==> config.mk <==
export PLATFORM = sky130hd
export DESIGN_NAME = adder_arbiter
export DESIGN_NICKNAME = d
export VERILOG_FILES = /design/src/rtl/adder_arbiter.sv
export SDC_FILE = /design/constraint.sdc
export NUM_CORES = 1
export LEC_CHECK = 0
export CAP_MARGIN = 15
export CORE_UTILIZATION = 49
export CTS_CLUSTER_DIAMETER = 50
export DETAILED_ROUTE_END_ITERATION = 8
export GPL_TIMING_DRIVEN = 0
export HOLD_SLACK_MARGIN = 0.05
export PLACE_DENSITY = 0.82
export SKIP_LAST_GASP = 1
export SLEW_MARGIN = 20
export SYNTH_ARGS = -nofsm -noshare
export SYNTH_HDL_FRONTEND = slang
export SYNTH_SLANG_ARGS = --single-unit
==> constraint.sdc <==
create_clock -name clk_i -period 2.4 [get_ports clk_i]
set_input_delay 0.24 -clock clk_i [delete_from_list [all_inputs] [get_ports clk_i]]
set_output_delay 0.24 -clock clk_i [all_outputs]
set_load 0.02 [all_outputs]
==> src/rtl/adder_arbiter.sv <==
// Shares one external 4-bit adder between two requesters. Each W-bit operation
// runs as NIB nibble passes, with the carry chained from one pass to the next.
module adder_arbiter #(
    parameter int NIB = 2,
    localparam int W  = 4 * NIB
) (
    input  logic         clk_i,
    input  logic         reset_i,
    input  logic         req0_i,
    input  logic         req1_i,
    input  logic [W-1:0] opa0_i,
    input  logic [W-1:0] opb0_i,
    input  logic [W-1:0] opa1_i,
    input  logic [W-1:0] opb1_i,
    input  logic [1:0]   mode0_i,
    input  logic [1:0]   mode1_i,
    input  logic         cin0_i,
    input  logic         cin1_i,
    output logic         ack0_o,
    output logic         ack1_o,
    output logic         done0_o,
    output logic         done1_o,
    output logic [W-1:0] result_o,
    output logic         result_cout_o,
    output logic [3:0]   alu_a_o,
    output logic [3:0]   alu_b_o,
    output logic         alu_s0_o,
    output logic         alu_s1_o,
    output logic         alu_cin_o,
    input  logic [3:0]   alu_s_i,
    input  logic         alu_cout_i
);

    typedef enum logic [1:0] {IDLE, RUN, DONE} state_t;

    state_t       state_q;
    logic [1:0]   pass_q;
    logic [W-1:0] opa_q;
    logic [W-1:0] opb_q;
    logic [W-1:0] result_q;
    logic [W-1:0] result_d;
    logic [1:0]   mode_q;
    logic         cin_q;
    logic         id_q;
    logic         carry_q;
    logic         last_q;
    logic         cout_q;
    logic         ack0_q;
    logic         ack1_q;
    logic         done0_q;
    logic         done1_q;
    logic         win_id;
    logic         last_pass;

    // On a tie the requester not granted last wins; last_q resets to 1 so 0 wins first.
    assign win_id    = (req0_i && req1_i) ? ~last_q : req1_i;
    assign last_pass = (pass_q == 2'(NIB - 1));

    assign ack0_o        = ack0_q;
    assign ack1_o        = ack1_q;
    assign done0_o       = done0_q;
    assign done1_o       = done1_q;
    assign result_o      = result_q;
    assign result_cout_o = cout_q;

    // Adder drive is decoded from registered state only; idle drives zeros.
    always_comb begin
        alu_a_o   = 4'd0;
        alu_b_o   = 4'd0;
        alu_s0_o  = 1'b0;
        alu_s1_o  = 1'b0;
        alu_cin_o = 1'b0;
        result_d  = result_q;
        if (state_q == RUN) begin
            alu_s0_o  = mode_q[0];
            alu_s1_o  = mode_q[1];
            alu_cin_o = (pass_q == 2'd0) ? cin_q : carry_q;
            for (int i = 0; i < NIB; i++) begin
                if (pass_q == 2'(i)) begin
                    alu_a_o              = opa_q[4*i +: 4];
                    alu_b_o              = opb_q[4*i +: 4];
                    result_d[4*i +: 4]   = alu_s_i;
                end
            end
        end
    end

    always_ff @(posedge clk_i or posedge reset_i) begin
        if (reset_i) begin
            state_q  <= IDLE;
            pass_q   <= 2'd0;
            opa_q    <= '0;
            opb_q    <= '0;
            result_q <= '0;
            mode_q   <= 2'd0;
            cin_q    <= 1'b0;
            id_q     <= 1'b0;
            carry_q  <= 1'b0;
            last_q   <= 1'b1;
            cout_q   <= 1'b0;
            ack0_q   <= 1'b0;
            ack1_q   <= 1'b0;
            done0_q  <= 1'b0;
            done1_q  <= 1'b0;
        end else begin
            ack0_q  <= 1'b0;
            ack1_q  <= 1'b0;
            done0_q <= 1'b0;
            done1_q <= 1'b0;
            case (state_q)
                IDLE: begin
                    if (req0_i || req1_i) begin
                        id_q    <= win_id;
                        opa_q   <= win_id ? opa1_i  : opa0_i;
                        opb_q   <= win_id ? opb1_i  : opb0_i;
                        mode_q  <= win_id ? mode1_i : mode0_i;
                        cin_q   <= win_id ? cin1_i  : cin0_i;
                        pass_q  <= 2'd0;
                        ack0_q  <= ~win_id;
                        ack1_q  <= win_id;
                        state_q <= RUN;
                    end
                end
                RUN: begin
                    result_q <= result_d;
                    carry_q  <= alu_cout_i;
                    pass_q   <= pass_q + 2'd1;
                    if (last_pass) begin
                        cout_q  <= alu_cout_i;
                        done0_q <= ~id_q;
                        done1_q <= id_q;
                        state_q <= DONE;
                    end
                end
                DONE: begin
                    last_q  <= id_q;
                    state_q <= IDLE;
                end
                default: state_q <= IDLE;
            endcase
        end
    end

endmodule

Word level (Yosys, flattened, before mapping)
Index checks and enable logic that the tools add are counted.
- register bits after elaboration: 39
- logic and storage cells: 63
- output and inout bits: 24
- bitwise logic cells: 3
- muxes and demuxes: 28
- reduce and logical (&&, ||, !) cells: 10
- add/subtract/negate cells: 1
- equal/unequal tests: 5
- operators with widths (cell ; count):
    4-bit two-way mux ; 6
    8-bit two-way mux ; 2
    1-bit two-way mux ; 14
    2-bit AND reduction ; 5
    2-bit two-way mux ; 4
    2-bit one-hot mux with 2 select lines ; 2
    2-bit by 1-bit equality test with 1-bit output (second input constant) ; 2
    2-bit logical NOT ; 2
    2-bit inequality test (second input constant) ; 2
    1-bit inverter ; 3
    2-bit by 1-bit adder with 2-bit output (second input constant) ; 1
    2-bit equality test (second input constant) ; 1
    2-bit nonzero test ; 1
    1-bit logical AND ; 1
    1-bit logical OR ; 1

Longest topological paths before layout
Gate-level depths: netlist (run 1).
- word-level depth: 5
- depth in mapped cells: 5
- depth with buffers taken out: 4

Least setup slack after synthesis (run 1)
OpenSTA, ideal clock, no wires.
- kind: register to output
- from: register pass_q[1]
- to: output alu_a_o[0]
- required time: 2.160 ns
- arrival time: 1.369 ns
- stages on the path, launching flop included: 6
- path slack: 0.791 ns
- path buffers: 1
- cell sequence: dfrtp_1 > inv_1 > ha_1 > clkbuf_1 > nand2_1 > a21oi_1
- cells in the longest elaborated chain, start to end: 4
- elaborated cells on any way between the ends: 5
- classes of those cells: eq/ne (1); mux (3); reduce/logical (1)
- RTL lines (what ; line ; source):
    from (decl) ; 37 ; logic [1:0] pass_q;
    from (signal assigned) ; 127 ; pass_q <= pass_q + 2'd1;
    2-bit logical NOT ; 79 ; if (pass_q == 2'(i)) begin
    4-bit two-way mux ; 79 ;
    4-bit two-way mux (*) ; 79 ;
    4-bit two-way mux (*) ; 74 ; if (state_q == RUN) begin
    to (decl) ; 25 ; output logic [3:0] alu_a_o,
Every way passes the cells marked *; elsewhere a longest branch is shown, timed or not.

Final worst setup path (run 1)
- from: register pass_q[0]
- to: output alu_cin_o
- cells in the longest elaborated chain, start to end: 3
- RTL lines (what ; line ; source):
    2-bit logical NOT ; 77 ; alu_cin_o = (pass_q == 2'd0) ? cin_q : carry_q;
    1-bit two-way mux ; 77 ;
    1-bit two-way mux ; 74 ;
    to (decl) ; 29 ; output logic alu_cin_o,
Every way passes these cells.

==> flow_summary.yaml, run 1 <==
sta:
  fin_skew_ns: 0.00800
  tns_ns: 0
  slew_viol_final: 0
  period_needed_ns: 2.18
  layout_setup_ws_ns: 0.220
  rsz0062_at_grt: "no"
  max_freq_mhz: 459
  final_hold_viol_count: 0
  slew_headroom: 0.700
  period_share: 0.908
  tightestPinTransition_ns: 0.450
  setup_viol: 0
clocking:
  postCtsSetupBuffers: 0
  clock_latency_ns: 0.29
  root_buffer: "clkbuf_8"
  numCtsBuffers: 5
  cts_buffer_depth: 2
  cts_sinks: 39
  cts_max_level: 2
  clk_pin_slew_ns: 0.07
  cts_tree: "done"
yosys:
  yosysUniqueCellTypes: 25
  synth_nets: 203
  avgSynthCellArea_um2: 13.4
  ys_seq_area_frac: 0.478
  synth_compound_area_frac: 0.0459
  synth-main-ff-cell: "dfrtp_1"
  synth_top_family_by_area: "multiplexers"
  synth_top_cell_by_area: "dfrtp_1"
  synth_warnings: 0
  synth_top_area_frac: 0.465
  synth-simple-area-share: 0.0912
  synthAdderAreaFrac: 0.0184
  synth_cells: 153
  synth_area_leaders: "dfrtp_1, mux2_4, mux2_2"
  synth-async-reset-ratio: 1.00
  synth_area_um2: 2040
  synth_edf_count: 0
  synth-xor-area-share: 0
  ys_ff_latch: 39
  yosysMostFrequentCell: "dfrtp_1"
  synthTopCellsByCount: "dfrtp_1, mux2_4, nand2_1"
  synthMuxAreaShare: 0.336
final_layout:
  final_nets: 280
  regArea_um2: 977
  filler_cell_count: 281
  multi_input_area_um2: 1010
  antenna_cells: 0
  final_util: 0.729
  area_growth_pct: 42.8
  drive_gt1_frac: 0.291
  fin_area_um2: 2920
power_and_ir_drop:
  p_clk_frac: 0.121
  combinationalPowerShare: 0.550
  sw_frac_of_total: 0.359
  seq_power_share: 0.328
  p_int_mw: 2.30
  p_switching_mw: 1.29
  total_power_mw: 3.59
  power_density_nw_per_um2: 1230
  ir_drop_mv: 0.608
  p_leak_nw: 1.35
worst_setup_path:
  crit_type: "reg2out"
  cp-end-kind: "output port"
  critical-path-slowest-cell: "clkdlybuf4s50_1"
  crit_arrival_ns: 1.94
  startpoint: "pass_q[0]"
  start_kind: "flip-flop"
  crit_path_cell_trace: "inv_1 > ha_2 > mux2i_1 > nor2_1 > clkdlybuf4s50_1"
  critPathTopFamily: "buffers and inverters"
  r2r_slack_ns: 0.86
  cp_max_fo: 10
  r2r_start: "state_q[0]"
  timing.critical_path.buf_inv: 2
  cpPeakStageDelay_ns: 0.62
  timing.rr.end: "mode_q[0]"
  critical_path_required_ns: 2.16
  r2r_cells: 4
global_route:
  grt_max_degree: 24
  met1_usage: 0.216
  grt.total_usage: 0.204
  top_usage_layer: "met2"
  grt_pass1_vias: 1431
  use_met3: 0.0839
  grtUsageMet2: 0.360
  grt-ovfl-total: 0
  grt_pass1_wl_um: 6500
  antenna_found_initial: 0
route:
  drt_first_pass_iters: 4
  wl_um: 3980
  drt_iter0_drc: 16
  drc: 0
  wl_per_cell_um: 14.2
  vias_per_cell: 5.07
  routed-via-count: 1419
  ant_nets: 0
job:
  drv_cap: 0
die:
  die-height_um: 66.6
  rows: 23
  start_util: 0.511
  die_w_um: 66.6
  die_area_um2: 4430
  core_um2: 4000
  pin_count: 71
placement:
  dp_hpwl_um: 3070
  dp_slack_ns: 0.0627
  placed_area_um2: 2830
  gp_congestion: 0.739
  io_buffers: 70
hold_path:
  hp-class: "in2async"
run_status:
  run_status: "finished clean"
## registers in the layout, summed over array words and instances (netlist names)
signal,flops
cin_q,1
id_q,1
carry_q,1
result_cout_o,1
opa_q,8
ack1_o,1
ack0_o,1
pass_q,2
last_q,1
done0_o,1
result_o,8
opb_q,8
state_q,2
done1_o,1
mode_q,2
## placed cells by master (no fill, tap or decap), types with 2 or more instances in the layout
| master | instances |
|---|---|
| clkdlybuf4s50_1 | 62 |
| dfrtp_1 | 38 |
| mux2_4 | 36 |
| nand2_1 | 16 |
| mux2_2 | 12 |
| nand3b_1 | 8 |
| a21oi_1 | 8 |
| dlygate4sd2_1 | 7 |
| clkbuf_8 | 6 |
| and2_1 | 4 |
| nor2_1 | 3 |
| o21ai_0 | 3 |
| buf_6 | 2 |
| buf_2 | 2 |
| nand2b_1 | 2 |
| inv_1 | 2 |
| ha_2 | 2 |
## metal layers
layer,up-vias,wire length [µm]
met4,0,53
met5,-,0
li1,683,-
met3,5,290
met1,674,1620
met2,57,2010
## power groups by stage
stage          Clock (mW)  Sequential (mW)  Combinational [mW]
2_1_floorplan           0             1.26                1.22
3_3_place_gp            0             1.18                1.97
3_5_place_dp            0             1.19                2.02
4_1_cts             0.453             1.18                1.99
5_1_grt             0.477             1.22                2.13
6_report            0.435             1.18                1.97
## how the worst max path moves through the flow
| stage | to | slack, ns | depth (start not counted) |
|---|---|---|---|
| final | alu_cin_o | 0.22 | 5 |
| after global routing | alu_a_o[0] | 0.10 | 6 |
| after CTS | alu_b_o[3] | -0.06 | 6 |
| after detailed placement | alu_b_o[3] | 0.06 | 6 |
| after floorplan | alu_a_o[0] | 0.79 | 5 |
| after global placement | alu_b_o[1] | 0.1 | 6 |
## area by class of cell
cell class | count | area share
flip-flops and latches | 39 | 0.335
repair buffers | 71 | 0.247
multi-input cells | 103 | 0.346
inverters | 3 | 0.00386
clock inverters | 1 | 0.00172
well taps | 50 | 0.0214
plain buffers | 7 | 0.0167
clock buffers | 6 | 0.0283
## what timing repair did
action / in CTS / in global routing
endpoints found under the setup margin: 9 / 2
hold buffers: 0 / 0
hold endpoints to repair: 0 / 0
resized for setup: 9 / 2
pin swaps: 0 / 0
## logic make-up (layout without fill, tap and decap cells)
family | after synthesis | in the layout
and+or+nand+nor | 36 | 36
adders and majority gates | 3 | 3
AOI/OAI and AO/OA | 15 | 15
buffers and inverters | 11 | 88
DFF | 39 | 39
muxes | 49 | 49
## per-stage QoR
| step | hold slack [ns] | instances |
|---|---|---|
| detailed placement | 0.492 | 274 |
| global placement | 0.472 | 273 |
| global route | 0.283 | 280 |
| floorplan | 0.345 | 153 |
| finish | 0.246 | 280 |
| CTS | 0.250 | 280 |
Power figures use the tool's default switching activity.
==> inputs of run 2 (changes only) <==
--- a/config.mk
+++ b/config.mk
@@ -5,7 +5,7 @@
 export SDC_FILE = /design/constraint.sdc
 export NUM_CORES = 1
 export LEC_CHECK = 0
-export CAP_MARGIN = 15
+export CAP_MARGIN = 20
 export CORE_UTILIZATION = 49
 export CTS_CLUSTER_DIAMETER = 50
 export DETAILED_ROUTE_END_ITERATION = 8
==> results of run 2 <==
The final DEF is identical to that of run 1; final timing and power are the same.
==> inputs of run 3 (changes only) <==
--- a/config.mk
+++ b/config.mk
@@ -10,8 +10,8 @@
 export CTS_CLUSTER_DIAMETER = 50
 export DETAILED_ROUTE_END_ITERATION = 8
 export GPL_TIMING_DRIVEN = 0
-export HOLD_SLACK_MARGIN = 0.05
 export PLACE_DENSITY = 0.82
+export REMOVE_ABC_BUFFERS = 1
 export SKIP_LAST_GASP = 1
 export SLEW_MARGIN = 20
 export SYNTH_ARGS = -nofsm -noshare
==> run 3 against run 2 <==
  * Via count rose by 1.1%
  * Utilization fell by 0.53 points
  * Critical path type unchanged
  * Routed wire length increased by 1.2%
  * Sequential share of layout area rose by 0.25 points
  * Count of clock-buffer cells in the layout grew 2
  * Fmax down 2.6%
  * Hold slack gained 0.17 ns
  * Clock power up 9.7%
  * Highest routed layer unchanged
==> flow_summary.yaml, run 3 (synthesis results as in run 1) <==
run_status:
  run_status: "finished clean"
placement:
  dp_hpwl_um: 2820
  gp_congestion: 0.710
  dp_cells: 265
  dp_slack_ns: 0.168
  io_buffers: 70
die:
  start_util: 0.511
  rows: 23
  die_area_um2: 4430
  die-height_um: 66.6
  pin_count: 71
  core_um2: 4000
  die_w_um: 66.6
worst_setup_path:
  crit_type: "reg2out"
  cp-end-kind: "output port"
  r2r_slack_ns: 0.71
  critPathCapture: "alu_b_o[0]"
  timing.rr.end: "opa_q[0]"
  startpoint: "pass_q[0]"
  r2r_cells: 3
  cpPeakStageDelay_ns: 0.62
  r2r_start: "state_q[1]"
  crit_path_cell_trace: "inv_1 > ha_4 > nand3b_1 > a21oi_1 > clkdlybuf4s50_1"
  critical-path-slowest-cell: "clkdlybuf4s50_1"
  start_kind: "flip-flop"
  critical_path_required_ns: 2.16
  crit_arrival_ns: 2.00
  cp_max_fo: 10
sta:
  max_freq_mhz: 447
  tns_ns: 0
  slew_headroom: 0.478
  fin_skew_ns: 0.00540
  period_needed_ns: 2.24
  slew_viol_final: 0
  setup_viol: 0
  period_share: 0.933
  layout_setup_ws_ns: 0.161
  rsz0062_at_grt: "no"
  tightestPinTransition_ns: 0.782
  final_hold_viol_count: 0
global_route:
  grt_pass1_vias: 1429
  antenna_found_initial: 0
  grt.total_usage: 0.208
  grt_max_degree: 40
  grt_pass1_wl_um: 6730
  grt-ovfl-total: 0
final_layout:
  area_growth_pct: 41.8
  drive_gt1_frac: 0.278
  final_util: 0.724
  antenna_cells: 0
  mostFrequentLayoutCells: "clkdlybuf4s50_1, dfrtp_1, mux2_4"
  fin_cells: 273
  final_common_cell: "clkdlybuf4s50_1"
  final_nets: 272
job:
  drv_cap: 0
route:
  wl_per_cell_um: 14.8
  drc: 0
  wl_um: 4030
  vias_per_cell: 5.25
  drt_first_pass_iters: 4
  ant_nets: 0
  routed-via-count: 1434
  drt_iter0_drc: 53
power_and_ir_drop:
  ir_drop_mv: 0.803
  p_clk_frac: 0.130
  sw_frac_of_total: 0.357
  total_power_mw: 3.67
  power_density_nw_per_um2: 1270
  seq_power_share: 0.324
  p_leak_nw: 1.36
  p_int_mw: 2.36
  combinationalPowerShare: 0.546
  p_switching_mw: 1.31
clocking:
  root_buffer: "clkbuf_8"
  cts_sinks: 39
  numCtsBuffers: 5
  cts_tree: "done"
  postCtsSetupBuffers: 0
  cts_buffer_depth: 2
  clk_pin_slew_ns: 0.07
  clock_latency_ns: 0.29
  cts_max_level: 2
hold_path:
  hp-class: "in2async"
==> run 3: power groups by stage <==
| stage | Sequential [mW] | Combinational (mW) | Clock, mW |
|---|---|---|---|
| CTS | 1.19 | 2.00 | 0.486 |
| detailed placement | 1.19 | 1.98 | 0 |
| floorplan | 1.26 | 1.19 | 0 |
| global placement | 1.16 | 1.93 | 0 |
| global route | 1.23 | 2.16 | 0.528 |
| finish | 1.19 | 2.01 | 0.477 |
==> run 3: layer usage <==
| metal | routed length (µm) | track usage | vias up |
|---|---|---|---|
| met5 | 0 | 0 | - |
| met4 | 97 | 0.0665 | 0 |
| met1 | 1810 | 0.261 | 692 |
| li1 | - | - | 667 |
| met2 | 1890 | 0.340 | 66 |
| met3 | 233 | 0.0651 | 9 |
==> run 3: area by class of cell <==
type | instances | area (µm²)
Multi-Input combinational cell | 103 | 1030
Timing Repair Buffer | 70 | 713
Fill cell | 253 | 1100
Inverter | 3 | 11.3
Sequential cell | 39 | 977
Tap cell | 50 | 62.6
Clock buffer | 8 | 100
==> run 3: metrics by stage <==
| step | area (µm²) | hold slack, ns |
|---|---|---|
| 4_1_cts | 2860 | 0.444 |
| 2_1_floorplan | 1990 | 0.345 |
| 5_1_grt | 2900 | 0.492 |
| 3_5_place_dp | 2760 | 0.455 |
| 6_report | 2900 | 0.418 |
| 3_3_place_gp | 2760 | 0.459 |
==> run 3: worst min path at each step <==
stage                           from           to  cells past startpoint
after global routing         reset_i  result_o[7]                      2
after global placement          id_q      done0_o                      1
final                        reset_i      done0_o                      2
after floorplan           alu_cout_i      carry_q                      2
after detailed placement        id_q      done0_o                      1
after CTS                    reset_i  result_o[3]                      2
==> run 3: critical path, delay by kind of cell (launching register included) <==
family	cells	cell delay, ns
buffers and inverters	2	0.76
flip-flops	1	0.44
adder cells (fa/ha/maj)	1	0.23
AO/OA/AOI/OAI	1	0.16
AND/OR/NAND/NOR	1	0.11
==> run 3: what timing repair did <==
item / CTS / global route
hold buffers: 0 / 0
resized for setup: 2 / 8
gates cloned: 0 / 0
setup endpoints to repair: 8 / 9
